===== config.mk =====
export PLATFORM = sky130hd
export DESIGN_NAME = eight_queen_controller
export DESIGN_NICKNAME = d
export VERILOG_FILES = /design/src/rtl/eight_queen_controller.sv
export SDC_FILE = /design/constraint.sdc
export NUM_CORES = 1
export LEC_CHECK = 0
export ABC_AREA = 1
export CAP_MARGIN = 20
export CORE_ASPECT_RATIO = 0.8
export CORE_MARGIN = 3
export CORE_UTILIZATION = 52
export DETAILED_ROUTE_END_ITERATION = 12
export PLACE_DENSITY = 0.9
export RECOVER_POWER = 25
export SKIP_LAST_GASP = 1
export SLEW_MARGIN = 20
export SYNTH_ARGS = -nofsm -noshare
export SYNTH_HDL_FRONTEND = slang
export SYNTH_SLANG_ARGS = --single-unit
export TNS_END_PERCENT = 100

===== constraint.sdc =====
create_clock -name clk -period 2.57 [get_ports clk]
set_clock_uncertainty 0.15 [all_clocks]
set_input_delay 0.257 -clock clk [delete_from_list [all_inputs] [get_ports clk]]
set_output_delay 0.257 -clock clk [all_outputs]
set_load 0.1 [all_outputs]

===== src/rtl/eight_queen_controller.sv =====
// Sequencing FSM for the 8-queen solver datapath. Runs a column-wise depth-first
// backtracking search (one queen per column, rows scanned 0..7), then streams the
// eight board rows. Outputs are decoded from the registered state; only the CHECK
// and ADVANCE strobes also depend on the datapath status inputs.
module eight_queen_controller #(
  parameter int unsigned BT_W = 16
) (
  input  logic            clk,
  input  logic            rst,
  input  logic            start,
  input  logic            safe_or_not,
  input  logic            row_carry,
  input  logic            clm_carry,
  input  logic            ccarry,
  input  logic [2:0]      clm_counter,
  output logic            dp_clear,
  output logic            row_rst,
  output logic            rld_en,
  output logic            rcount_en,
  output logic            up_count_en,
  output logic            down_count_en,
  output logic            update,
  output logic            fill_erase,
  output logic            sld_en,
  output logic            serase,
  output logic            mld_en,
  output logic            ccounter_rst,
  output logic            ccounter_en,
  output logic            busy,
  output logic            out_valid,
  output logic            done,
  output logic            no_solution,
  output logic [BT_W-1:0] backtrack_cnt
);

  typedef enum logic [3:0] {
    StIdle, StInit, StCheck, StPlace, StNextCol, StPop,
    StReload, StErase, StAdvance, StOutInit, StOutput, StDone
  } state_e;

  state_e          state_q, state_d;
  logic            no_solution_q, no_solution_d;
  logic [BT_W-1:0] bt_q, bt_d;
  logic            clm_zero;

  // Popping with the column counter at 0 would empty an already empty stack,
  // so column 0 exhaustion ends the search instead.
  assign clm_zero      = (clm_counter == 3'd0);
  assign no_solution   = no_solution_q;
  assign backtrack_cnt = bt_q;

  // State, sticky no-solution flag and backtrack counter; synchronous reset.
  always_ff @(posedge clk) begin
    if (rst) begin
      state_q       <= StIdle;
      no_solution_q <= 1'b0;
      bt_q          <= '0;
    end else begin
      state_q       <= state_d;
      no_solution_q <= no_solution_d;
      bt_q          <= bt_d;
    end
  end

  // Next-state decode and datapath strobes.
  always_comb begin
    state_d       = state_q;
    no_solution_d = no_solution_q;
    bt_d          = bt_q;
    dp_clear      = 1'b0;
    row_rst       = 1'b0;
    rld_en        = 1'b0;
    rcount_en     = 1'b0;
    up_count_en   = 1'b0;
    down_count_en = 1'b0;
    update        = 1'b0;
    fill_erase    = 1'b0;
    sld_en        = 1'b0;
    serase        = 1'b0;
    mld_en        = 1'b0;
    ccounter_rst  = 1'b0;
    ccounter_en   = 1'b0;
    busy          = 1'b1;
    out_valid     = 1'b0;
    done          = 1'b0;
    unique case (state_q)
      StIdle, StDone: begin
        busy = 1'b0;
        done = (state_q == StDone);
        if (start) begin
          state_d       = StInit;
          no_solution_d = 1'b0;
          bt_d          = '0;
        end
      end
      StInit: begin
        dp_clear     = 1'b1;
        row_rst      = 1'b1;
        ccounter_rst = 1'b1;
        state_d      = StCheck;
      end
      StCheck: begin
        if (safe_or_not) begin
          state_d = StPlace;
        end else if (!row_carry) begin
          rcount_en = 1'b1;
        end else if (clm_zero) begin
          state_d       = StDone;
          no_solution_d = 1'b1;
        end else begin
          state_d = StPop;
        end
      end
      StPlace: begin
        update     = 1'b1;
        fill_erase = 1'b1;
        sld_en     = 1'b1;
        state_d    = clm_carry ? StOutInit : StNextCol;
      end
      StNextCol: begin
        up_count_en = 1'b1;
        row_rst     = 1'b1;
        state_d     = StCheck;
      end
      StPop: begin
        // ML captures the stack top on the same edge the entry is discarded.
        mld_en        = 1'b1;
        serase        = 1'b1;
        down_count_en = 1'b1;
        if (bt_q != '1) bt_d = bt_q + BT_W'(1);
        state_d = StReload;
      end
      StReload: begin
        rld_en  = 1'b1;
        state_d = StErase;
      end
      StErase: begin
        update  = 1'b1;
        state_d = StAdvance;
      end
      StAdvance: begin
        if (!row_carry) begin
          rcount_en = 1'b1;
          state_d   = StCheck;
        end else if (clm_zero) begin
          state_d       = StDone;
          no_solution_d = 1'b1;
        end else begin
          state_d = StPop;
        end
      end
      StOutInit: begin
        ccounter_rst = 1'b1;
        state_d      = StOutput;
      end
      StOutput: begin
        out_valid   = 1'b1;
        ccounter_en = 1'b1;
        if (ccarry) state_d = StDone;
      end
      default: begin
        busy    = 1'b0;
        state_d = StIdle;
      end
    endcase
  end

endmodule


==> reports/results.ini, run 1 <==
[logic_synthesis]
syn_area_um2=1610
synth_edf_count=0
yosysSeqAreaShare_pct=26.1
syn_avg_cell_area_um2=6.03
ys_async_sr_fraction_pct=0
synth.net_count=278
synth-main-ff-cell=dfxtp_1
synth_warnings=0
yosys.cell_types.count=26
synth_seq_cells=21
synthCells=267

[clock_network]
clockRootBuffer=clkbuf_8
cts_sinks=21
ctsResizeCount=0
htreeDepth=1
cts_buffer_depth=2
clkSlewWorstSetupHoldPaths_ns=0.07
cts_setup_buffers=0
insertion_delay_ns=0.26
cts_tree=built
numCtsBuffers=3
cts_hold_buf=0

[floorplanning]
core.rowCount=17
coreArea_um2=2850
die_area_um2=3800
initial_utilization_pct=56.5
pin_count=43
die_w_um=68.2
die_height_um=55.8

[sta]
hold_violations=0
worst_slew_pin_slew_ns=1.17
finalMaxSlewViolations=0
fin_setup_tns_ns=0
period_needed_ns=2.21
fmax_mhz=452
finalCritPeriodShare_pct=86.1
rsz0062_at_grt=no
final-setup-viol-count=0
slew-limit-headroom_pct=22.7

[min_path]
hold_path.class=reg -> reg

[flow_run]
cap_violations=0

[worst_setup_path]
start_kind=register
endpoint_kind=output pin
cp_max_fo=9
cp_common_cell=nand2_1
cp_slowest_cell=dfxtp_1
path_class=reg -> out
cp_data_required_time_ns=2.16
max_stage_delay_ns=0.47
crit_arrival_ns=1.81
crit_chain=inv_2 > nand2_1 > nor2_4 > nor2_1 > nand2_1 > or3_1 > buf_4

[pwr]
ir_drop_uv=599
p_per_area_nw_per_um2=975
leakage_uw=0.000827

[global_route]
globalRouteTotalUtil_pct=22.9
grt-ovfl-total=0
grt_pass1_wl_um=6860
antenna_found_initial=0
grt_max_degree=15
grt_pass1_vias=1475

[drt]
postRouteAntennaNets=0
routed_wl_um=4110
vias=1769
firstDrtPassIters=4
drcViolationCount=0
drtIter0Drc=139
wl_per_cell_um=11.9
viasPerCell=5.13

[finish]
antenna_cells=0
drive_above_1_share_pct=22.8
instances_no_fill=345
fillers=270
area_growth_syn_to_layout_pct=21.5
nets=319

[placed_design]
place_inst=341
place_congestion=0.855
portBuffers=42
hpwl_um=3190

[outcome]
status=completed

[report_power, final]
| group | total (uW) | internal, uW | leakage [uW] | switching (uW) |
|---|---|---|---|---|
| clock network | 216 | 110 | 0.0000228 | 106 |
| registers | 413 | 360 | 0.000170 | 53.9 |
| logic | 1280 | 274 | 0.000634 | 1000 |
| total | 1910 | 744 | 0.000827 | 1160 |
[cell families (layout without fill, tap and decap cells)]
group,Yosys count,count (layout),synth area share [%]
buf+inv,39,79,11.0
compound gates,29,29,11.3
simple gates,176,176,50.4
flops,21,21,26.1
fa+ha+maj,1,1,0.777
xor+xnor,1,1,0.544
[cells in the final DEF (no fill, tap or decap), types with 10 or more instances in the layout]
master and n:
a21oi_1 13, a21oi_2 10, buf_4 21, clkbuf_1 14, dfxtp_1 21, inv_1 25
nand2_1 74, nand2_2 11, nand3_1 24, nor2_1 41, nor2_2 10
[routing by layer]
metal / up-vias / GRT usage (%) / part of all wire [%]
met3: 5 / 3.84 / 8.3
met5: - / 0 / 0
met4: 0 / 5.10 / 0.63
met2: 61 / 31.7 / 43
met1: 790 / 36.4 / 48
li1: 913 / - / -
[critical path, delay by kind of cell, from the launching register on]
family	cells	cell delay, ns
buffers and inverters	2	0.32
DFF	1	0.47
and+or+nand+nor	5	0.75
[synthesized netlist by cell type, drive strengths merged, types with 2 or more instances]
cell	instances	area (um2)
a21oi	23	149
inv	31	116
nand3	25	130
o21ai	5	25.0
dfxtp	21	420
buf	6	52.6
nand4	3	18.8
nand2	89	392
nor2	54	240
nor3	2	10.0
[per-stage QoR]
step	total power, uW	util (%)	area, um2	hold slack (ns)	setup slack (ns)
after floorplan	1520	-	1620	0.176	-0.177
after detailed placement	1710	68.8	1960	0.301	0.644
after global routing	2020	68.7	1960	0.343	0.217
after global placement	1700	68.8	1960	0.294	0.673
after CTS	1920	70.4	2010	0.317	0.353
final	1910	68.7	1960	0.308	0.356
[state kept, by name, indices dropped and copies added (netlist names)]
register and cells:
state_q 4, no_solution 1, backtrack_cnt 16
[layout make-up]
cell class	instances	area (um2)	share of cell area (%)
tap	38	47.5	2.43
inverter	32	120	6.14
sequential	21	420	21.5
timing repair buffer	43	297	15.2
clock buffer	4	45.0	2.30
multi-input combinational	207	1030	52.5
[final timing paths]
path | start | to | slack [ns] | cells after the start
max | state_q[3] | busy | 0.36 | 7
min | no_solution | no_solution | 0.31 | 2
max reg2reg | backtrack_cnt[0] | backtrack_cnt[13] | 0.66 | 9
min reg2reg | no_solution | no_solution | 0.31 | 2
Power figures use the tool's default switching activity.
==> run 2, diff against run 1 <==
--- a/config.mk
+++ b/config.mk
@@ -11,9 +11,10 @@
 export CORE_MARGIN = 3
 export CORE_UTILIZATION = 52
 export DETAILED_ROUTE_END_ITERATION = 12
+export GPL_TIMING_DRIVEN = 0
 export PLACE_DENSITY = 0.9
 export RECOVER_POWER = 25
-export SKIP_LAST_GASP = 1
+export SETUP_SLACK_MARGIN = 0.1
 export SLEW_MARGIN = 20
 export SYNTH_ARGS = -nofsm -noshare
 export SYNTH_HDL_FRONTEND = slang
==> reports/results.ini, run 2 (synthesis gave the netlist of run 1 again) <==
[outcome]
status=completed

[clock_network]
cts_hold_buf=0
clkSlewWorstSetupHoldPaths_ns=0.08
cts_buffer_depth=2
numCtsBuffers=3
htreeDepth=1
cts_tree=built
cts_sinks=21
clockRootBuffer=clkbuf_8
insertion_delay_ns=0.26

[finish]
nets=325
antenna_cells=0
largest_register_ffs=16
layout_common_cells=75 x nand2_1, 45 x nor2_1, 26 x clkdlybuf4s50_1, 25 x inv_1, 24 x nand3_1
drive_above_1_share_pct=18.2
layout_commonest_cell=nand2_1
fillers=266
final_area_um2=2070
area_growth_syn_to_layout_pct=28.6
instances_no_fill=351

[worst_setup_path]
endpoint=rcount_en
start_kind=register
cp_slowest_cell=clkdlybuf4s15_2
r2r_setup_slack_ns=0.25
cp_data_required_time_ns=2.16
r2r-start=backtrack_cnt[1]
timing.rr.end=backtrack_cnt[3]
critPathLaunch=state_q[1]
endpoint_kind=output pin
crit_chain=nand2_2 > nor2_1 > nand2_1 > a21oi_2 > clkdlybuf4s15_2
crit_arrival_ns=2.02
path_class=reg -> out
max_stage_delay_ns=0.56
rr_worst_depth=9
cp_max_fo=6

[pwr]
ir_drop_uv=696
pwr-share-seq_pct=21.6
p_int_uw=757
netSwitchingFraction_pct=60.6
comb_power_share_pct=67.1
p_per_area_nw_per_um2=929
switchingPower_uw=1170
power_uw=1920
pwr-share-clk_pct=11.4
leakage_uw=0.000880

[drt]
firstDrtPassIters=4
drtIter0Drc=82
routed_wl_um=4200
postRouteAntennaNets=0
route.met3.wl_um=376
route.met2.wl_um=1740
m1WireLength_um=2030
drcViolationCount=0
viasPerCell=5.02
wl_per_cell_um=12.0
dr.max_layer_used=met4
vias=1762

[sta]
final-setup-viol-count=0
rsz0062_at_grt=yes
period_needed_ns=2.43
hold_violations=0
hold-worst-slack_ns=0.307
finalMaxSlewViolations=0
slew-limit-headroom_pct=34.3
worst_slew_pin_slew_ns=0.982
finalCritPeriodShare_pct=94.5
fmax_mhz=412

[floorplanning]
initial_utilization_pct=56.5
core.rowCount=17
coreArea_um2=2850
pin_count=43
die_area_um2=3800
die_w_um=68.2
die_height_um=55.8

[placed_design]
place_congestion=0.911
portBuffers=42
place_inst=347
hpwl_um=3400
placed_area_um2=2090

[global_route]
grt_max_degree=12
globalRouteTotalUtil_pct=24.3
grt_pass1_wl_um=7160
grt-ovfl-total=0
antenna_found_initial=0
grt_pass1_vias=1571

[flow_run]
cap_violations=0

[min_path]
hold_path.class=reg -> reg

[run 2: worst min-delay path by stage]
| stage | from | end | slack (ns) | cells past startpoint |
|---|---|---|---|---|
| 4_1_cts | no_solution | no_solution | 0.32 | 2 |
| 5_1_grt | no_solution | no_solution | 0.34 | 2 |
| 3_5_place_dp | no_solution | no_solution | 0.30 | 2 |
| 2_1_floorplan | rst | state_q[0] | 0.18 | 1 |
| 3_3_place_gp | no_solution | no_solution | 0.29 | 2 |
| 6_report | no_solution | no_solution | 0.31 | 2 |
[run 2: per-stage QoR]
step	util, %	TNS (ns)	setup slack, ns
3_5_place_dp	73.5	-0.167	-0.146
5_1_grt	72.7	0	0.0473
4_1_cts	74.6	-0.117	-0.117
3_3_place_gp	73.5	-0.165	-0.156
2_1_floorplan	-	-0.177	-0.177
6_report	72.7	0	0.142
[run 2: critical path, delay by kind of cell (launching register included)]
family	cells	cell delay [ns]
compound gates	1	0.13
buf+inv	1	0.56
flops	1	0.48
simple gates	3	0.59
[run 2: cell type report]
cell class	instances	area [um2]	area share, %
multi-input combinational	207	1000	48.4
tap	38	47.5	2.30
buffer	7	43.8	2.11
clock buffer	4	45.0	2.18
sequential	21	422	20.4
timing repair buffer	42	390	18.9
inverter	32	120	5.80
[run 2: per-layer routing]
metal / GRT usage, % / vias up
li1: - / 929
met2: 32.0 / 60
met1: 37.0 / 766
met3: 8.28 / 7
met5: 0 / -
met4: 6.23 / 0
[run 2: what timing repair did]
action	in CTS	in global routing
buffers inserted	0	0
gates resized for setup	22	11
endpoints found under the setup margin	16	6
[run 2: power by group through the flow]
| stage | clock (uW) | sequential (uW) | combinational (uW) |
|---|---|---|---|
| floorplan | 0 | 538 | 983 |
| global placement | 0 | 423 | 1370 |
| detailed placement | 0 | 423 | 1380 |
| CTS | 222 | 416 | 1340 |
| global route | 234 | 422 | 1370 |
| finish | 219 | 415 | 1290 |
